--- src/rtl/req_encoder_seq.sv ---
// req_encoder_seq: sticky request capture, lowest-index encode, valid/ack handshake
module req_encoder_seq #(
  parameter int N = 4,
  parameter int W = $clog2(N)
) (
  input  logic         clk,
  input  logic         rst_n,
  input  logic         e,
  input  logic [N-1:0] req,
  input  logic         ack,
  output logic [W-1:0] y,
  output logic         vld,
  output logic [N-1:0] pend,
  output logic         busy,
  output logic         ovf
);
  typedef enum logic {IDLE, HOLD} state_t;
  state_t state;
  logic [N-1:0] c, q, set;
  logic [W-1:0] low;
  always_comb begin
    c = (vld && ack) ? (N'(1) << y) : '0;
    q = pend & ~c;
    set = e ? req : '0;
    low = '0;
    for (int i = N - 1; i >= 0; i--) low = q[i] ? W'(i) : low;
  end
  assign busy = vld | (|pend);
  always_ff @(posedge clk or negedge rst_n)
    if (!rst_n) begin
      state <= IDLE;
      vld <= 1'b0;
      y <= '0;
      pend <= '0;
      ovf <= 1'b0;
    end else begin
      pend <= q | set;
      ovf <= ovf | (|(set & q));
      if (state == IDLE || ack) begin
        state <= (|q) ? HOLD : IDLE;
        vld <= |q;
        y <= (|q) ? low : y;
      end
    end
endmodule
--- config.mk ---
export PLATFORM = sky130hd
export DESIGN_NAME = req_encoder_seq
export DESIGN_NICKNAME = d
export VERILOG_FILES = /design/src/rtl/req_encoder_seq.sv
export SDC_FILE = /design/constraint.sdc
export NUM_CORES = 1
export LEC_CHECK = 0
export CORE_AREA = 5 5 42 44
export DETAILED_ROUTE_END_ITERATION = 16
export DIE_AREA = 0 0 47 49
export SYNTH_ARGS = -nofsm -noshare
export SYNTH_HDL_FRONTEND = slang
export SYNTH_SLANG_ARGS = --single-unit
--- constraint.sdc ---
create_clock -name clk -period 1.5 [get_ports clk]
set_input_delay 0.15 -clock clk [delete_from_list [all_inputs] [get_ports clk]]
set_output_delay 0.15 -clock clk [all_outputs]
set_load 0.005 [all_outputs]
# Word level (Yosys, flattened, before mapping)

Index checks and enable logic that the tools add are counted.

Bitwise logic cells: 7
Mux-type cells: 7
Reductions and logical operators: 6
Shift operators: 1

Operators with widths:

| cell                                                               | number |
|---|---|
| 4-bit OR reduction                                                 | 3 |
| 4-bit bitwise AND                                                  | 2 |
| 2-bit 2-to-1 mux                                                   | 4 |
| 4-bit 2-to-1 mux                                                   | 2 |
| 4-bit inverter                                                     | 1 |
| 4-bit bitwise OR                                                   | 1 |
| 1-bit by 2-bit left shift with 4-bit output (first input constant) | 1 |
| 1-bit bitwise OR                                                   | 2 |
| 2-bit AND reduction                                                | 1 |
| 1-bit logical AND                                                  | 1 |
| 1-bit logical OR                                                   | 1 |
| 1-bit 2-to-1 mux                                                   | 1 |
| 1-bit inverter                                                     | 1 |

Word-level logic and storage cells: 26
Output and inout port bits: 9
Register bits after elaboration: 9

# Longest topological paths before layout

Gate-level depths: netlist (run 1).

Depth in word-level cells: 8
Gate-level depth with buffers: 3
Mapped depth without buffers: 3

# Least setup slack after synthesis (run 1)

No wires, ideal clock.

Kind: reg-to-reg
Start: register state
End: register y[0]
Arrival: 1.091 ns
Setup slack: 0.298 ns
Setup time: 0.111 ns
Stages on the path, launching flop included: 4
Path buffers: 0
Cell sequence: dfrtp_1 > nor2b_4 > a211o_1 > a222oi_1

Word-level cells in the longest chain between the ends: 3

RTL lines:

| what                          | line | text |
|---|---|---|
| start: declaration            | 18   | `state_t state;` |
| start signal: assignment      | 40   | `state <= (\|q) ? HOLD : IDLE;` |
| 1-bit inverter                | 39   | `if (state == IDLE \|\| ack) begin` |
| 1-bit logical OR              | 39   |  |
| 2-bit AND reduction (no line) | -    |  |
| end signal: assignment        | 42   | `y <= (\|q) ? low : y;` |
| end: declaration              | 11   | `output logic [W-1:0] y,` |

Every way passes these cells.
A chain may end at the register's enable or synchronous reset.

# Worst setup path after layout (run 1)

Start: register y[0]
End: output port y[0]

No word-level cell between the ends.

==> results of run 1 <==
-- per-layer routing --
layer / up-vias / track usage / routed length (um)
li1: 215 / - / -
met1: 221 / 0.148 / 528
met2: 13 / 0.192 / 565
met3: 2 / 0.0627 / 93
met4: 0 / 0.0553 / 13
met5: - / 0 / 0
-- state kept, by name, summed over array words and instances, names as in the netlist --
register and count:
pend 4, y 2, ovf 1, state 1
-- per-stage QoR --
| stage | utilization | cells |
|---|---|---|
| after detailed placement | 0.427 | 76 |
| after global placement | 0.427 | 76 |
| after CTS | 0.470 | 83 |
| after global routing | 0.470 | 83 |
| final | 0.470 | 83 |
| after floorplan | - | 44 |
-- cells in the mapped netlist --
| library cell | n |
|---|---|
| inv_1 | 2 |
| o21a_1 | 1 |
| nor3_1 | 1 |
| nand4_1 | 2 |
| o2111ai_1 | 1 |
| nand2_1 | 11 |
| nor2_1 | 3 |
| nand4b_1 | 1 |
| nand3_1 | 1 |
| o211ai_1 | 1 |
| a222oi_1 | 1 |
| a41oi_1 | 1 |
| and2_1 | 1 |
| nor2b_4 | 1 |
| o22a_1 | 1 |
| a21oi_1 | 1 |
| nand4bb_1 | 1 |
| a32oi_1 | 1 |
| a211o_1 | 1 |
| a22o_1 | 1 |
| dfrtp_1 | 8 |
| o21ai_1 | 1 |
| a22oi_1 | 1 |
-- cells by family after synthesis --
kind of cell	count (synthesis)	synth area share
AOI/OAI and AO/OA	12	0.228
DFF	8	0.479
buffers and inverters	2	0.0180
and+or+nand+nor	22	0.275
-- what timing repair did --
item	CTS	global route
setup endpoints to repair	1	0
setup buffers	4	0
gates resized for setup	5	0
-- worst reg2reg max path, delay by kind of cell (launching register included) --
kind | cells | cell delay [ps]
buf+inv | 1 | 160
compound gates | 2 | 620
flops | 1 | 410
-- final cells by class --
type | count | share of cell area
inverter | 2 | 0.0114
multi-input combinational | 34 | 0.327
timing repair buffer | 20 | 0.287
clock buffer | 3 | 0.0342
tap | 16 | 0.0304
sequential | 8 | 0.310
-- power by group through the flow --
stage | Combinational [uW] | Sequential (uW) | Clock, uW
detailed placement | 378 | 409 | 0
floorplan | 172 | 389 | 0
finish | 484 | 384 | 168
global placement | 380 | 413 | 0
global route | 526 | 396 | 187
CTS | 487 | 379 | 174
-- worst min-delay path by stage --
stage	from	end	slack, ps	depth (start not counted)
2_1_floorplan	rst_n	ovf	-150	0
3_3_place_gp	rst_n	y[0]	480	1
3_5_place_dp	rst_n	y[1]	470	1
4_1_cts	rst_n	y[1]	190	1
5_1_grt	rst_n	y[1]	210	1
6_report	rst_n	y[1]	180	1
==> flow_summary_export.csv, run 1 <==
group,metric,value,unit
sta,max_freq,699,MHz
global_routing,antenna_found_initial,0,
sta,worstMarginPinSlew,386,ps
placement,pre_cts_slack,-34.6,ps
synthesis,synth_area_leaders,"dfrtp_1 48%, nand2_1 9.9%, nor2b_4 3.3%, nand4_1 3.0%, nand4bb_1 2.7%",
clocking,cts_tree,"built",
power_and_ir_drop,intPower,667,uW
clocking,path_clk_slew,50,ps
placement,dpl_cell_area,598,sq um
power_and_ir_drop,switchingPower,369,uW
clocking,clock_latency,260,ps
clocking,postCtsHoldBufs,0,
drt,drc,0,
sta,final.period_utilization,0.953,
global_routing,grt_max_degree,10,
clocking,cts_inserted_buffers,3,
floorplan,io_pins,17,
synthesis,syn_avg_cell_area,9.50,sq um
placement,io_buffers,16,
sta,hold_viol,0,
placement,gp_congestion,0.723,
power_and_ir_drop,pwr-share-clk,0.162,
drt,dr.pass1.iters,4,
cells_and_area,fin_area,658,sq um
drt,vias_per_cell,5.43,
critical_path,path_class,"reg -> out",
sta,max_slew_margin,0.742,
global_routing,track_usage,0.128,
power_and_ir_drop,comb_power_share,0.467,
cells_and_area,drive_gt1_frac,0.179,
critical_path,critPathRequiredTime,1350,ps
sta,report.final.slew_viol_count,0,
floorplan,die_y,49,um
floorplan,dieWidth,47,um
clocking,htree_levels,1,
power_and_ir_drop,pwr-share-seq,0.371,
power_and_ir_drop,power_density,1570,nW/um^2
critical_path,critical_path.max_fanout,9,
cells_and_area,multi_input_area,215,sq um
sta,layout_min_cycle_time,1430,ps
sta,setup_viol,0,
synthesis,synth_top_cell_area_share,0.479,
critical_path,startpoint,"y[0]",
power_and_ir_drop,switching_share,0.356,
critical_path,crit_cells,1,
sta,skew,2.47,ps
critical_path,critPathArrivalTime,1280,ps
synthesis,ys_seq_area_frac,0.479,
critical_path,cp_cell_sequence,"clkdlybuf4s50_1",
synthesis,yosys_warnings,0,
cells_and_area,layout_common_cells,"15 x clkdlybuf4s50_1, 11 x nand2_1, 5 x dfrtp_1",
critical_path,critPathLaunchType,"flop",
placement,dp_hpwl,854,um
synthesis,syn_inst,44,
cells_and_area,antenna_cells,0,
critical_path,r2r_start,"pend[0]",
global_routing,grt_pass1_vias,473,
floorplan,num_rows,14,
cells_and_area,seq_area,204,sq um
critical_path,rr_worst_depth,3,
critical_path,reg2reg_slack,200,ps
sta,rsz0062_at_grt,"no",
clocking,cts_buffer_depth,2,
power_and_ir_drop,vdd_ir_drop_max,0.599,mV
sta,whs,179,ps
critical_path,worstReg2RegEnd,"y[0]",
cells_and_area,nFillCells,151,
clocking,cts-root-buf,"clkbuf_4",
power_and_ir_drop,leakage,0.000275,uW
global_routing,grt-ovfl-total,0,
worst_hold_path,hp-class,"in -> async",
critical_path,slowest_stage,"clkdlybuf4s50_1",
floorplan,initial_core_util,0.298,
cells_and_area,layout_commonest_cell,"clkdlybuf4s50_1",
synthesis,syn-cell-area,418,sq um
synthesis,yosysTopAreaCell,"dfrtp_1",
drt,totalWireLength,1200,um
drt,drtIter0Drc,5,
cells_and_area,areaGrowthSynthToFinish,57.5,%
drt,drt-wirelength-per-cell,14.5,um
synthesis,ys_ff_latch,8,
critical_path,path_buf_inv,1,
drt,dr_total_vias,451,
sta,tns,0,ps
synthesis,ys_types,23,
clocking,clkSinkCount,8,
run_status,status,"finished clean",
floorplan,fp.coreArea,1400,sq um
critical_path,slowest_delay,550,ps
global_routing,grt_first_pass_wirelength,2060,um
power_and_ir_drop,power,1040,uW
critical_path,cp_top_family,"buffers and inverters",
floorplan,die_area,2300,sq um
critical_path,cp-end-kind,"primary output",
synthesis,synth_fp_nets,52,
sta,fin_ws,70.1,ps
drt,antenna_left,0,
cells_and_area,finalNetCount,77,
critical_path,cp-endpoint,"y[0]",
run,max_cap_violations,0,
Note: power is estimated with default switching activity, not from simulation.
==> run 2: changes to the inputs <==
Settings changed: CTS_CLUSTER_DIAMETER from default to 50.
==> results of run 2 <==
No change in the layout: final DEF, timing and power equal those of run 1.
==> run 3: changes to the inputs <==
Clock period 1.5 ns to 1.7 ns, I/O delays scaled along.
==> run 3 against run 2 <==
  * Count of clock-buffer cells in the layout unchanged
  * Critical endpoint is now busy
  * Via count down 5.3%
  * Power down 19%
  * Register-to-register slack better by 210 ps
  * Sequential cell count unchanged
  * Cell count down 4.8%
  * Clock power down 9.5%
  * Largest cell class unchanged
==> flow_summary_export.csv, run 3 (same netlist as run 1, synthesis figures left out) <==
group,metric,value,unit
run_status,status,"finished clean",
run,max_cap_violations,0,
cells_and_area,nFillCells,154,
critical_path,cp_top_family,"flip-flops",
global_routing,grt_pass1_vias,408,
floorplan,initial_core_util,0.298,
critical_path,slowest_delay,460,ps
floorplan,die_area,2300,sq um
cells_and_area,top_regs,"pend x4, y x2",
sta,layout_min_cycle_time,1590,ps
drt,drtIter0Drc,15,
sta,skew,6.45,ps
power_and_ir_drop,power_density,1350,nW/um^2
clocking,cts-root-buf,"clkbuf_4",
clocking,cts_tree,"built",
sta,max_slew_margin,0.742,
cells_and_area,layout_common_cells,"16 x clkdlybuf4s50_1, 11 x nand2_1, 8 x dfrtp_1",
clocking,postCtsHoldBufs,0,
drt,vias_per_cell,5.41,
placement,gp_congestion,0.723,
sta,report.final.slew_viol_count,0,
worst_hold_path,hp-class,"in -> async",
clocking,path_clk_slew,60,ps
critical_path,critPathLaunchType,"flop",
drt,drc,0,
critical_path,critPathArrivalTime,1420,ps
drt,drt-wirelength-per-cell,13.7,um
critical_path,cp-end-kind,"primary output",
floorplan,die_y,49,um
cells_and_area,areaGrowthSynthToFinish,48.5,%
sta,worstMarginPinSlew,386,ps
clocking,cts_inserted_buffers,3,
sta,final.period_utilization,0.932,
global_routing,track_usage,0.113,
cells_and_area,multi_input_area,210,sq um
sta,tns,0,ps
critical_path,slowest_stage,"dfrtp_1",
clocking,htree_levels,1,
critical_path,cp_cell_sequence,"nor3_1 -> nand2_1 -> clkdlybuf4s50_1",
critical_path,critPathRequiredTime,1530,ps
cells_and_area,post-route-util,0.443,
clocking,clkSinkCount,8,
sta,max_freq,631,MHz
cells_and_area,antenna_cells,0,
power_and_ir_drop,power,841,uW
clocking,cts_resized,0,
clocking,cts_buffer_depth,2,
global_routing,grt_max_degree,10,
cells_and_area,drive_gt1_frac,0.0635,
cells_and_area,finalNetCount,73,
cells_and_area,regMostFlops,"pend",
cells_and_area,layout_commonest_cell,"clkdlybuf4s50_1",
cells_and_area,largest_reg_flops,4,
clocking,clock_latency,260,ps
floorplan,dieWidth,47,um
global_routing,grt_first_pass_wirelength,1840,um
global_routing,grt-ovfl-total,0,
floorplan,io_pins,17,
drt,dr.pass1.iters,4,
drt,totalWireLength,1080,um
drt,antenna_left,0,
power_and_ir_drop,leakage,0.000260,uW
cells_and_area,seq_area,200,sq um
clocking,postCtsSetupRepairBufs,0,
floorplan,num_rows,14,
sta,setup_viol,0,
critical_path,critical_path.max_fanout,7,
power_and_ir_drop,vdd_ir_drop_max,0.511,mV
sta,rsz0062_at_grt,"no",
placement,dp_hpwl,832,um
critical_path,path_class,"reg -> out",
global_routing,antenna_found_initial,0,
floorplan,fp.coreArea,1400,sq um
critical_path,path_buf_inv,1,
sta,hold_viol,0,
drt,dr_total_vias,427,
placement,io_buffers,16,
-- run 3: through the flow --
stage                     cell area [sq um]  setup WS, ps  std cells  hold slack [ps]
after floorplan                         418           498         44             -126
after global placement                  598           139         76              496
after detailed placement                598           160         76              499
after CTS                               621           108         79              217
after global routing                    621          38.4         79              240
final                                   621           115         79              197
-- run 3: power breakdown --
group          switching [uW]  internal (uW)
logic                     126            203
clock network            71.1           81.3
registers                 108            251
-- run 3: routing by layer --
layer | vias to the layer above | share of wire | GRT usage | wire [um]
li1 | 209 | - | - | -
met2 | 15 | 0.43 | 0.145 | 466
met3 | 2 | 0.061 | 0.0443 | 66
met5 | - | 0 | 0 | 0
met4 | 0 | 0.0092 | 0.0553 | 10
met1 | 201 | 0.50 | 0.159 | 540
-- run 3: area by class of cell --
class	instances	area share
Inverter	2	0.0121
Sequential cell	8	0.323
Timing Repair Buffer	16	0.258
Multi-Input combinational cell	34	0.339
Tap cell	16	0.0323
Clock buffer	3	0.0363
-- run 3: worst reg2reg max path, stage by stage, from the launching register on --
cell      delay, ps
dfrtp_1         450
nor2b_4         170
a211o_1         230
a222oi_1        330
-- run 3: path summary, 6_finish.rpt --
path                           end    start  cells past startpoint  slack (ps)
max                           busy  pend[0]                      3         110
min                           y[0]    rst_n                      1         200
max reg2reg                   y[0]    state                      3         410
min reg2reg                    ovf      ovf                      2         510
max in group asynchronous  pend[3]    rst_n                      1        1220
min in group clk           pend[2]   req[2]                      3         480
